### config.mk
export PLATFORM = sky130hd
export DESIGN_NAME = cpu_sequencer_flat
export DESIGN_NICKNAME = d
export VERILOG_FILES = /design/src/rtl/cpu_pkg.sv /design/src/rtl/cpu_sequencer_if.sv /design/src/rtl/mem_wait_timer.sv /design/src/rtl/cpu_sequencer.sv /design/src/flat_wrapper.sv
export SDC_FILE = /design/constraint.sdc
export NUM_CORES = 1
export LEC_CHECK = 0
export CAP_MARGIN = 30
export CORE_MARGIN = 2
export CORE_UTILIZATION = 48
export CTS_CLUSTER_DIAMETER = 120
export DETAILED_ROUTE_END_ITERATION = 10
export PLACE_DENSITY = 0.76
export RECOVER_POWER = 100
export SLEW_MARGIN = 20
export SYNTH_ARGS = -nofsm -noshare
export SYNTH_HDL_FRONTEND = slang
export SYNTH_SLANG_ARGS = --single-unit
### constraint.sdc
create_clock -name clk -period 2.17 [get_ports clk]
set_input_delay 0.434 -clock clk [delete_from_list [all_inputs] [get_ports clk]]
set_output_delay 0.434 -clock clk [all_outputs]
set_load 0.02 [all_outputs]
### src/rtl/cpu_pkg.sv
// Shared encodings for the 16-bit core: instruction classes, comparator codes,
// PC-select values and the sequencer state type.
package cpu_pkg;

    localparam logic [1:0] CLS_MEM = 2'b00;
    localparam logic [1:0] CLS_ALU = 2'b01;
    localparam logic [1:0] CLS_BR  = 2'b10;
    localparam logic [1:0] CLS_RSV = 2'b11;

    localparam logic [2:0] CMP_JMP = 3'b110;
    localparam logic [2:0] CMP_NOP = 3'b111;

    localparam logic PC_SEL_INC = 1'b0;
    localparam logic PC_SEL_JMP = 1'b1;

    typedef enum logic [2:0] {
        ST_IDLE,
        ST_FETCH,
        ST_DECODE,
        ST_EXEC,
        ST_MEM,
        ST_WB,
        ST_HALT
    } state_e;

    // Unconditional jump always takes, NOP never does, everything else follows the comparator.
    function automatic logic branch_taken(input logic [2:0] cmp_ctrl, input logic cmp_true);
        logic taken;
        if (cmp_ctrl == CMP_JMP) begin
            taken = 1'b1;
        end else if (cmp_ctrl == CMP_NOP) begin
            taken = 1'b0;
        end else begin
            taken = cmp_true;
        end
        return taken;
    endfunction

endpackage

### src/rtl/cpu_sequencer_if.sv
// Shared memory port between the sequencer (master) and the memory system (slave).
interface cpu_sequencer_if;

    logic mem_req;
    logic mem_we;
    logic mem_addr_sel;
    logic mem_ready;

    modport master (
        output mem_req,
        output mem_we,
        output mem_addr_sel,
        input  mem_ready
    );

    modport slave (
        input  mem_req,
        input  mem_we,
        input  mem_addr_sel,
        output mem_ready
    );

endinterface

### src/rtl/mem_wait_timer.sv
// Counts unacknowledged memory request cycles and flags a bus timeout.
module mem_wait_timer #(
    parameter int TIMEOUT = 255
) (
    input  logic clk,
    input  logic rst_n,
    input  logic req,
    input  logic ready,
    output logic expired
);

    localparam int CW = (TIMEOUT < 2) ? 1 : $clog2(TIMEOUT + 1);

    logic [CW-1:0] cnt;

    // Every entry into FETCH or MEM comes from a non-request cycle or an acknowledged one,
    // so clearing on either condition restarts the count for each access.
    always_ff @(posedge clk or negedge rst_n) begin
        if (!rst_n) begin
            cnt <= '0;
        end else if (!req || ready) begin
            cnt <= '0;
        end else begin
            cnt <= cnt + 1'b1;
        end
    end

    // An acknowledge in the same cycle the limit is reached still completes the access.
    assign expired = (TIMEOUT != 0) && req && !ready && (cnt == CW'(TIMEOUT));

endmodule

### src/rtl/cpu_sequencer.sv
// Multi-cycle control FSM: fetch, decode, execute, memory, writeback around the shared
// memory port, with a bus timeout and a retired-instruction counter.
module cpu_sequencer
    import cpu_pkg::*;
#(
    parameter int TIMEOUT = 255,
    parameter int CNT_W   = 16
) (
    input  logic             clk,
    input  logic             rst_n,
    input  logic             run,
    input  logic [1:0]       instr_class,
    input  logic             dec_mem_write,
    input  logic             dec_reg_write,
    input  logic [2:0]       cmp_ctrl,
    input  logic             cmp_true,
    cpu_sequencer_if.master  mem,
    output logic             ir_load,
    output logic             mdr_load,
    output logic             rf_we,
    output logic             pc_en,
    output logic             pc_sel,
    output logic             halted,
    output logic             illegal,
    output logic             bus_err,
    output logic [CNT_W-1:0] retired
);

    state_e state;
    logic   req;
    logic   we;
    logic   addr_sel;
    logic   ready;
    logic   expired;

    assign ready = mem.mem_ready;

    mem_wait_timer #(
        .TIMEOUT (TIMEOUT)
    ) u_timer (
        .clk     (clk),
        .rst_n   (rst_n),
        .req     (req),
        .ready   (ready),
        .expired (expired)
    );

    // Strobes depend on the live acknowledge so a zero-wait access finishes in one cycle.
    always_comb begin
        // NOTE: every output gets a default first so no path through the case infers a latch.
        req      = 1'b0;
        we       = 1'b0;
        addr_sel = 1'b0;
        ir_load  = 1'b0;
        mdr_load = 1'b0;
        rf_we    = 1'b0;
        pc_en    = 1'b0;
        pc_sel   = PC_SEL_INC;
        case (state)
            ST_FETCH: begin
                req     = 1'b1;
                ir_load = ready;
            end
            ST_EXEC: begin
                if (instr_class == CLS_BR) begin
                    pc_en  = 1'b1;
                    pc_sel = branch_taken(cmp_ctrl, cmp_true) ? PC_SEL_JMP : PC_SEL_INC;
                end
            end
            ST_MEM: begin
                req      = 1'b1;
                addr_sel = 1'b1;
                we       = dec_mem_write;
                if (ready) begin
                    mdr_load = !dec_mem_write;
                    pc_en    = dec_mem_write;
                end
            end
            ST_WB: begin
                rf_we = dec_reg_write;
                pc_en = 1'b1;
            end
            default: ;
        endcase
    end

    assign mem.mem_req      = req;
    assign mem.mem_we       = we;
    assign mem.mem_addr_sel = addr_sel;
    assign halted           = (state == ST_HALT);

    // NOTE: state and counters use non-blocking assignments so every register samples pre-edge values.
    always_ff @(posedge clk or negedge rst_n) begin
        if (!rst_n) begin
            state   <= ST_IDLE;
            retired <= '0;
            illegal <= 1'b0;
            bus_err <= 1'b0;
        end else begin
            // Every pc_en marks the last cycle of an instruction.
            if (pc_en) begin
                retired <= retired + 1'b1;
            end
            case (state)
                ST_IDLE: begin
                    if (run) begin
                        state <= ST_FETCH;
                    end
                end
                ST_FETCH: begin
                    if (ready) begin
                        state <= ST_DECODE;
                    end else if (expired) begin
                        bus_err <= 1'b1;
                        state   <= ST_HALT;
                    end
                end
                ST_DECODE: state <= ST_EXEC;
                ST_EXEC: begin
                    case (instr_class)
                        CLS_MEM: state <= ST_MEM;
                        CLS_ALU: state <= ST_WB;
                        CLS_BR:  state <= ST_FETCH;
                        CLS_RSV: begin
                            illegal <= 1'b1;
                            state   <= ST_HALT;
                        end
                        default: state <= ST_HALT;
                    endcase
                end
                ST_MEM: begin
                    if (ready) begin
                        state <= dec_mem_write ? ST_FETCH : ST_WB;
                    end else if (expired) begin
                        bus_err <= 1'b1;
                        state   <= ST_HALT;
                    end
                end
                ST_WB:   state <= ST_FETCH;
                ST_HALT: state <= ST_HALT;
                default: state <= ST_IDLE;
            endcase
        end
    end

endmodule

### src/flat_wrapper.sv
// flat-port wrapper written by rule: the top's interface ports become plain ports
module cpu_sequencer_flat import cpu_pkg::*;
#(
    parameter int TIMEOUT = 255,
    parameter int CNT_W   = 16
)
  (clk, rst_n, run, instr_class, dec_mem_write, dec_reg_write, cmp_ctrl, cmp_true, ir_load, mdr_load, rf_we, pc_en, pc_sel, halted, illegal, bus_err, retired, mem_mem_req, mem_mem_we, mem_mem_addr_sel, mem_mem_ready);
  cpu_sequencer_if mem_i ();
  input  logic clk;
  input  logic rst_n;
  input  logic run;
  input  logic [1:0] instr_class;
  input  logic dec_mem_write;
  input  logic dec_reg_write;
  input  logic [2:0] cmp_ctrl;
  input  logic cmp_true;
  output logic ir_load;
  output logic mdr_load;
  output logic rf_we;
  output logic pc_en;
  output logic pc_sel;
  output logic halted;
  output logic illegal;
  output logic bus_err;
  output logic [CNT_W-1:0] retired;
  output wire logic [$bits(mem_i.mem_req)-1:0] mem_mem_req;
  output wire logic [$bits(mem_i.mem_we)-1:0] mem_mem_we;
  output wire logic [$bits(mem_i.mem_addr_sel)-1:0] mem_mem_addr_sel;
  input wire logic [$bits(mem_i.mem_ready)-1:0] mem_mem_ready;
  assign mem_mem_req = mem_i.mem_req;
  assign mem_mem_we = mem_i.mem_we;
  assign mem_mem_addr_sel = mem_i.mem_addr_sel;
  assign mem_i.mem_ready = mem_mem_ready;
  cpu_sequencer #(.TIMEOUT(TIMEOUT), .CNT_W(CNT_W)) u_core (.clk(clk), .rst_n(rst_n), .run(run), .instr_class(instr_class), .dec_mem_write(dec_mem_write), .dec_reg_write(dec_reg_write), .cmp_ctrl(cmp_ctrl), .cmp_true(cmp_true), .mem(mem_i), .ir_load(ir_load), .mdr_load(mdr_load), .rf_we(rf_we), .pc_en(pc_en), .pc_sel(pc_sel), .halted(halted), .illegal(illegal), .bus_err(bus_err), .retired(retired));
endmodule
Word level (Yosys, flattened, before mapping). Index checks and enable logic that the tools add are counted.

Output and inout port bits: 27. Flip-flop bits (word level): 29. Logic and storage cells: 57. Bits of input ports: 12.

Bitwise operators: 1. Reduce and logical (&&, ||, !) cells: 11. Equal/unequal tests: 13. $add $sub $neg: 2. Multiplexer cells: 25.

Operators by type and width (count): one-hot mux 3 bit (7 select lines) (1); adder 16 x 1 -> 16 bit, second input constant (1); two-way mux 1 bit (16); equality test 3 bit, second input constant (5); two-way mux 3 bit (5); one-hot mux 3 bit (4 select lines) (1); adder 8 x 1 -> 8 bit, second input constant (1); equality test 8 bit, second input constant (1); two-way mux 8 bit (1); equality test 3 x 2 -> 1 bit, second input constant (2); equality test 2 bit, second input constant (2); equality test 3 x 1 -> 1 bit, second input constant (1); logical NOT 1 bit (3); logical NOT 3 bit (1); one-hot mux 1 bit (3 select lines) (1); AND reduction 3 bit (1); equality test 2 x 1 -> 1 bit, second input constant (1); logical AND 1 bit (2); logical NOT 2 bit (1); != test 2 bit, second input constant (1); AND reduction 2 bit (1); OR reduction 2 bit (1); logical OR 1 bit (1); inverter 1 bit (1).

Depth between registers and ports, before layout. Gate-level depths: netlist (run 1).

Word-level depth: 8. Mapped depth: 7. Depth with buffers taken out: 6.

Cells and area by module. From an unflattened synthesis (run 1), not the netlist that was laid out.

Cell total of the unflattened synthesis: 151. Area total of the unflattened synthesis: 1527.7 um^2.

By module, submodules not included: cpu_sequencer (cells an instance 114, seq. area each 525.5 um^2, area each 1158.6 um^2, times used 1); mem_wait_timer (cells an instance 37, seq. area each 200.2 um^2, area each 369.1 um^2, times used 1).

Worst setup path after synthesis (run 1). OpenSTA, ideal clock, no wires.

Path type: flip-flop to output port. From: register u_core.state[0]. To: output mdr_load. Path slack: 346 ps. Arrival: 1390 ps. Required time: 1736 ps. Stages on the path, launching flop included: 4. Buffers on the path: 1. Cell sequence: dfrtp_1 > buf_4 > nand2b_4 > nor4b_1.

Word-level cells in the longest chain between the ends: 2.

Ends and longest elaborated chain: start: declaration (line cpu_sequencer.sv:29) `state_e state;`; start signal: assignment (line cpu_sequencer.sv:133) `state <= dec_mem_write ? ST_FETCH : ST_WB;`; equality test 3 bit (line cpu_sequencer.sv:59) `case (state)`; two-way mux 1 bit (line cpu_sequencer.sv:59); end: declaration (line flat_wrapper.sv:18) `output logic mdr_load;`.

Every way passes these cells.

Worst setup path after layout (run 1).
From: input mem_mem_ready. To: output ir_load.

Word-level cells in the longest chain between the ends: 1.

Ends and longest elaborated chain: start: declaration (line flat_wrapper.sv:29) `input wire logic [$bits(mem_i.mem_ready)-1:0] mem_mem_ready;`; two-way mux 1 bit (line cpu_sequencer.sv:59); end: declaration (line flat_wrapper.sv:17) `output logic ir_load;`.

Every way passes these cells.

==> results.sh, run 1 <==
export IMPL_status="finished, final reports clean"
export IMPL_syn_num_nets=155
export IMPL_hold_viol_final=0
export IMPL_drt_met1_wl_um=1400
export IMPL_slew_violations=0
export IMPL_synth_seq_cells=29
export IMPL_cpMostUsedCell="nor2b_1"
export IMPL_layout_cells_most_common_list="27 x dfrtp_1, 19 x dlygate4sd3_1, 17 x xnor2_1"
export IMPL_synth_seq_area_share=0.488
export IMPL_cp_arrival_ps=1640
export IMPL_cts_inserted_buffers=5
export IMPL_ios=39
export IMPL_place_gp_congestion=0.893
export IMPL_slowest_stage="clkdlybuf4s50_1"
export IMPL_crit_chain="clkdlybuf4s50_1, nor2b_1, nor2b_1, clkdlybuf4s15_1"
export IMPL_synth_cell_type_count=32
export IMPL_maxCapViolCount=0
export IMPL_ant_nets=0
export IMPL_ys_warnings_count=0
export IMPL_required_ps=1740
export IMPL_clk_latency_ps=330
export IMPL_post_drt_wl_per_cell_um=14.7
export IMPL_layout_commonest_cell="dfrtp_1"
export IMPL_synth_edf_count=0
export IMPL_pre_cts_ws_ps=-283
export IMPL_cpLargestDelayFamily="buffers and inverters"
export IMPL_cts_tree="built"
export IMPL_antenna_found_initial=0
export IMPL_layout_drive_gt1_share=0.123
export IMPL_power_w=0.00182
export IMPL_die_w_um=59.7
export IMPL_rows=20
export IMPL_hold_buffers=0
export IMPL_h_tree_depth=2
export IMPL_ctsLongestPathBuffers=2
export IMPL_dieArea_mm2=0.00356
export IMPL_netlist_area_mm2=0.00149
export IMPL_grt_pass1_vias=1206
export IMPL_layoutNonFillerInstCount=220
export IMPL_fmax_mhz=482
export IMPL_crit_buf_inv=2
export IMPL_drtIter0Drc=31
export IMPL_timing_final_crit_share=0.957
export IMPL_cts_sinks=29
export IMPL_syn_instance_count=139
export IMPL_vias_per_cell=5.49
export IMPL_drc=0
export IMPL_hp_class="register to register"
export IMPL_setup_viol=0
export IMPL_max_slew_margin=0.764
export IMPL_place_inst=212
export IMPL_finalClockSkew_ps=6.36
export IMPL_grt_pass1_wl_um=5260
export IMPL_n_antenna_cell=0
export IMPL_cp_slowest_stage_delay_ps=540
export IMPL_p_leak_nw=0.949
export IMPL_grt_usage=0.202
export IMPL_die_h_um=59.7
export IMPL_top_layer="met4"
export IMPL_async_flop_share=1.00
export IMPL_clk_pin_slew_ps=90
export IMPL_post_cts_buffers=0
export IMPL_start_kind="input pin"
export IMPL_route_met2_wl_um=1530
export IMPL_met3WireLength_um=203
export IMPL_min_period_ps=2080
export IMPL_drt_first_pass_iters=4
export IMPL_synthToLayoutAreaGrowth_pct=30.9
export IMPL_start_util=0.495
export IMPL_grt_max_degree=30
export IMPL_totalWireLength_um=3220
export IMPL_worst_setup_path_type="input pin to primary output"
export IMPL_dpl_hpwl_um=2390
export IMPL_num_nets_final=202
export IMPL_grt_overflow_total=0
export IMPL_cts_root_buf="clkbuf_4"
export IMPL_p_per_area_mw_per_mm2=935
export IMPL_rsz0062_at_grt="no"
export IMPL_setup_slack_ps=94.2
export IMPL_vias=1207
export IMPL_core_area_mm2=0.00300
export IMPL_cp_end_kind="primary output"
export IMPL_peakVddDrop_v=0.000566
export IMPL_cp_max_fo=5
export IMPL_yosys_most_used_dff="dfrtp_1"
export IMPL_syn_area_per_cell_um2=10.7
export IMPL_io_buffers=38
export IMPL_worst_pin_slew_ps=355
==> worst paths after layout <==
check	from	end	slack [ps]	cells past startpoint
max	mem_mem_ready	ir_load	90	4
min	u_core.bus_err$_DFFE_PN0P_	u_core.bus_err$_DFFE_PN0P_	470	1
max reg2reg	u_core.state[0]$_DFFE_PN0P_	u_core.state[0]$_DFFE_PN0P_	460	5
min reg2reg	u_core.bus_err$_DFFE_PN0P_	u_core.bus_err$_DFFE_PN0P_	470	1
max in group asynchronous	rst_n	u_core.state[0]$_DFFE_PN0P_	1340	2
min in group asynchronous	rst_n	u_core.u_timer.cnt[3]$_DFF_PN0_	550	2
==> sequential cells by signal, summed over array words and instances, names as in the netlist <==
signal / cells
u_core.state: 3
u_core.bus_err: 1
u_core.u_timer.cnt: 8
u_core.retired: 16
u_core.illegal: 1
==> final cells by class <==
type	instances	area, um2
fill	260	1060
clock buffer	7	65.1
multi-input combinational	100	686
sequential	29	728
tap	33	41.3
timing repair buffer	46	405
inverter	4	15.0
clock inverter	1	5.00
==> metrics by stage <==
step | area (um2) | utilization | hold WS [ps] | TNS (ps)
6_report | 1950 | 0.648 | 469 | 0
5_1_grt | 1950 | 0.648 | 505 | 0
4_1_cts | 1990 | 0.663 | 482 | 0
3_5_place_dp | 1930 | 0.641 | 458 | -889
3_3_place_gp | 1930 | 0.641 | 449 | -775
2_1_floorplan | 1490 | - | 138 | 0
==> power by group <==
group          leakage (nW)  switching (W)  total (W)  internal, W
clock                0.0413       0.000182   0.000370     0.000187
sequential            0.387       0.000135   0.000764     0.000629
combinational         0.521       0.000382   0.000686     0.000304
==> worst reg2reg max path, cell delays in order (launching register included) <==
cell and delay [ps]:
dfrtp_2 430, clkbuf_1 200, nand2b_2 110, a211o_1 310, nand3b_1 250, a211o_1 300
==> layer usage <==
| metal | global-route usage | vias to the layer above |
|---|---|---|
| li1 | - | 578 |
| met1 | 0.255 | 579 |
| met2 | 0.312 | 40 |
| met3 | 0.0519 | 10 |
| met4 | 0.121 | 0 |
| met5 | 0 | - |
==> timing repair <==
item | CTS | global route
hold endpoints to repair | 0 | 0
resized for setup | 10 | 8
endpoints found under the setup margin | 8 | 6
==> synthesized netlist by cell type (2+ instances only) <==
cell,number,area [um2]
and3_1,12,75.1
nand2b_4,2,27.5
and2_1,4,25.0
ha_1,4,50.1
nor2b_1,2,12.5
buf_6,2,22.5
clkbuf_1,2,7.51
nand3_1,6,30.0
o221ai_1,2,17.5
nor2_1,13,48.8
dfrtp_1,29,726
a211o_1,2,17.5
xnor2_1,17,149
nand4_1,8,50.1
inv_1,4,15.0
nand2b_1,2,12.5
nor3_1,2,10.0
nand2_1,6,22.5
a21oi_1,4,20.0
xor2_1,4,35.0
==> cells by family (layout without fill, tap and decap cells) <==
| kind of cell | count (synthesis) | count (layout) | synth area share |
|---|---|---|---|
| buffers and inverters | 10 | 58 | 0.0387 |
| XOR/XNOR | 21 | 21 | 0.124 |
| multiplexers | 1 | 1 | 0.00758 |
| AND/OR/NAND/NOR | 61 | 61 | 0.242 |
| adder cells (fa/ha/maj) | 4 | 4 | 0.0337 |
| AO/OA/AOI/OAI | 13 | 13 | 0.0657 |
| flip-flops | 29 | 29 | 0.488 |
(Power assumes the default switching activity.)
==> inputs of run 2 (changes only) <==
--- a/config.mk
+++ b/config.mk
@@ -5,14 +5,15 @@
 export SDC_FILE = /design/constraint.sdc
 export NUM_CORES = 1
 export LEC_CHECK = 0
+export ABC_CLOCK_PERIOD_IN_PS = 2170
 export CAP_MARGIN = 30
 export CORE_MARGIN = 2
 export CORE_UTILIZATION = 48
-export CTS_CLUSTER_DIAMETER = 120
 export DETAILED_ROUTE_END_ITERATION = 10
 export PLACE_DENSITY = 0.76
 export RECOVER_POWER = 100
 export SLEW_MARGIN = 20
 export SYNTH_ARGS = -nofsm -noshare
 export SYNTH_HDL_FRONTEND = slang
+export SYNTH_HIERARCHICAL = 1
 export SYNTH_SLANG_ARGS = --single-unit
==> run 2 against run 1 <==
Compared with the run above: clock skew grew 1.5 ps; critical path type unchanged; wire length grew 4.7%; sequential share of layout area fell by 3.1 points; largest cell class is now multi-input gates.
==> results.sh, run 2 <==
export IMPL_synth_cell_type_count=36
export IMPL_die_h_um=60.4
export IMPL_n_antenna_cell=0
export IMPL_max_slew_margin=0.530
export IMPL_synth_edf_count=0
export IMPL_clk_pin_slew_ps=100
export IMPL_ctsLongestPathBuffers=2
export IMPL_post_dp_cell_area_mm2=0.00202
export IMPL_grt_usage=0.221
export IMPL_cp_slowest_stage_delay_ps=510
export IMPL_rows=20
export IMPL_vias_per_cell=5.18
export IMPL_ys_warnings_count=6
export IMPL_hp_class="register to register"
export IMPL_required_ps=1740
export IMPL_start_util=0.505
export IMPL_synth_seq_area_share=0.475
export IMPL_top_regs="u_core/retired x16, u_core/u_timer/cnt x8, u_core/state x3"
export IMPL_vias=1279
export IMPL_syn_instance_count=151
export IMPL_async_flop_share=1.00
export IMPL_ios=39
export IMPL_nFillCells=236
export IMPL_synth_top_family_by_area="simple AND/OR/NAND/NOR gates"
export IMPL_r2r_start="u_core/state[2]$_DFFE_PN0P_"
export IMPL_place_gp_congestion=0.833
export IMPL_post_cts_buffers=0
export IMPL_regArea_um2=727
export IMPL_post_drt_wl_per_cell_um=13.7
export IMPL_slowest_stage="clkdlybuf4s50_1"
export IMPL_worst_setup_path_type="input pin to primary output"
export IMPL_synth_xor_area_frac=0.103
export IMPL_cts_tree="built"
export IMPL_grt_pass1_vias=1333
export IMPL_totalWireLength_um=3380
export IMPL_ant_nets=0
export IMPL_synth_top_area_share=0.475
export IMPL_hold_slack_ps=471
export IMPL_worstSetupStartpoint="mem_mem_ready"
export IMPL_timing_final_crit_share=0.978
export IMPL_cp_end_kind="primary output"
export IMPL_place_inst=239
export IMPL_cts_inserted_buffers=5
export IMPL_synthTopCellsByArea="dfrtp_1 48%, xnor2_1 8.0%, ha_1 4.9%"
export IMPL_start_kind="input pin"
export IMPL_antenna_found_initial=0
export IMPL_finalInstanceArea_mm2=0.00212
export IMPL_endpoint="mdr_load"
export IMPL_worst_pin_slew_ps=705
export IMPL_synth_most_common_cell="dfrtp_1"
export IMPL_largest_reg_flops=16
export IMPL_fmax_mhz=471
export IMPL_reg2regPathDepth=9
export IMPL_synth_top_area_cell="dfrtp_1"
export IMPL_finalClockSkew_ps=7.88
export IMPL_r2r_end="u_core/state[0]$_DFFE_PN0P_"
export IMPL_r2r_setup_slack_ps=160
export IMPL_multi_input_area_um2=767
export IMPL_final_core_util=0.700
export IMPL_p_leak_nw=0.906
export IMPL_grt_pass1_wl_um=5950
export IMPL_status="finished, final reports clean"
export IMPL_setup_viol=0
export IMPL_hold_buffers=0
export IMPL_syn_num_nets=169
export IMPL_synthToLayoutAreaGrowth_pct=38.7
export IMPL_dpl_hpwl_um=2540
export IMPL_rsz0062_at_grt="yes"
export IMPL_io_buffers=38
export IMPL_top_register="u_core/retired"
export IMPL_layout_cells_most_common_list="28 x clkdlybuf4s50_1, 28 x dfrtp_1, 14 x xnor2_1"
export IMPL_synthMuxAreaShare=0.00737
export IMPL_p_per_area_mw_per_mm2=1020
export IMPL_min_period_ps=2120
export IMPL_ys_top_cells_by_count="29 x dfrtp_1, 14 x xnor2_1, 12 x nand2_1, 12 x nor2_1"
export IMPL_netlist_area_mm2=0.00153
export IMPL_clk_latency_ps=320
export IMPL_synthAdderAreaFrac=0.0491
export IMPL_grt_max_degree=30
export IMPL_drt_first_pass_iters=4
export IMPL_maxCapViolCount=0
export IMPL_die_w_um=60.4
export IMPL_h_tree_depth=2
export IMPL_hold_viol_final=0
export IMPL_drc=0
export IMPL_cts_sinks=29
export IMPL_yosys_most_used_dff="dfrtp_1"
export IMPL_syn_area_per_cell_um2=10.1
export IMPL_peakVddDrop_v=0.000692
export IMPL_setup_tns_ps=0
export IMPL_layout_drive_gt1_share=0.158
export IMPL_num_nets_final=220
export IMPL_synth_seq_cells=29
export IMPL_synthSimpleGateAreaFrac=0.223
export IMPL_cts_root_buf="clkbuf_4"
export IMPL_dieArea_mm2=0.00365
export IMPL_slew_violations=0
export IMPL_drtIter0Drc=51
export IMPL_grt_overflow_total=0
export IMPL_layoutNonFillerInstCount=247
export IMPL_synth_compound_area_frac=0.104
export IMPL_core_area_mm2=0.00303
export IMPL_cp_arrival_ps=1690
export IMPL_cp_max_fo=3
export IMPL_crit_chain="clkdlybuf4s50_1, inv_1, nor4_1, dlygate4sd2_1"
## run 2: cell count changes after synthesis, moves of 3 or more
| cell | before | now |
|---|---|---|
| nor4_1 | 0 | 3 |
| nand2_1 | 6 | 12 |
| xnor2_1 | 17 | 14 |
| a21oi_1 | 4 | 8 |
| or3_1 | 0 | 3 |
| and3_1 | 12 | 2 |
| o21ai_0 | 0 | 8 |
| nand3_2 | 0 | 3 |
## run 2: timing repair
action                     4_1_cts  5_1_grt
setup endpoints to repair        9        5
pin swaps                        0        1
gates resized for setup         15        5
hold endpoints to repair         0        0
## run 2: kinds of logic (layout without fill, tap and decap cells)
kind of cell,count (synthesis),after routing
AO/OA/AOI/OAI,24,24
XOR/XNOR,18,18
adder cells (fa/ha/maj),6,6
buffers and inverters,11,63
flip-flops,29,29
multiplexers,1,1
AND/OR/NAND/NOR,62,62
## run 2: worst min-delay path by stage
stage / start / endpoint / slack, ps / depth (start not counted)
global route: u_core/bus_err$_DFFE_PN0P_ / u_core/bus_err$_DFFE_PN0P_ / 490 / 1
CTS: rst_n / u_core/illegal$_DFFE_PN0P_ / 480 / 2
detailed placement: u_core/bus_err$_DFFE_PN0P_ / u_core/bus_err$_DFFE_PN0P_ / 460 / 1
floorplan: rst_n / u_core/bus_err$_DFFE_PN0P_ / 140 / 0
global placement: u_core/bus_err$_DFFE_PN0P_ / u_core/bus_err$_DFFE_PN0P_ / 450 / 1
finish: u_core/retired[15]$_DFFE_PN0P_ / u_core/retired[15]$_DFFE_PN0P_ / 470 / 1
## run 2: per-layer routing
layer | GRT usage | vias to the layer above | part of all wire
met5 | 0 | - | 0
met4 | 0.0839 | 0 | 0.0077
met3 | 0.0640 | 4 | 0.036
met2 | 0.370 | 31 | 0.52
met1 | 0.272 | 611 | 0.44
li1 | - | 633 | -
## run 2: cell type report
type / instances / area share
Multi-Input combinational cell: 111 / 0.362
Sequential cell: 29 / 0.343
Timing Repair Buffer: 49 / 0.209
Clock inverter: 3 / 0.0307
Tap cell: 44 / 0.0260
Clock buffer: 5 / 0.0177
Inverter: 6 / 0.0118
## run 2: metrics by stage
stage,setup slack (ps),power (W)
2_1_floorplan,15.3,0.00128
3_3_place_gp,-290,0.00160
3_5_place_dp,-330,0.00163
4_1_cts,0.203,0.00216
5_1_grt,-23.4,0.00230
6_report,48.7,0.00216
## run 2: power breakdown
| part | switching (W) | leakage [nW] | internal (W) |
|---|---|---|---|
| registers | 0.000125 | 0.382 | 0.000638 |
| clock network | 0.000188 | 0.0552 | 0.000357 |
| logic | 0.000469 | 0.469 | 0.000386 |
## run 2: critical path, delay by kind of cell
| kind | cells | cell delay, ps |
|---|---|---|
| simple gates | 1 | 280 |
| buf+inv | 3 | 980 |
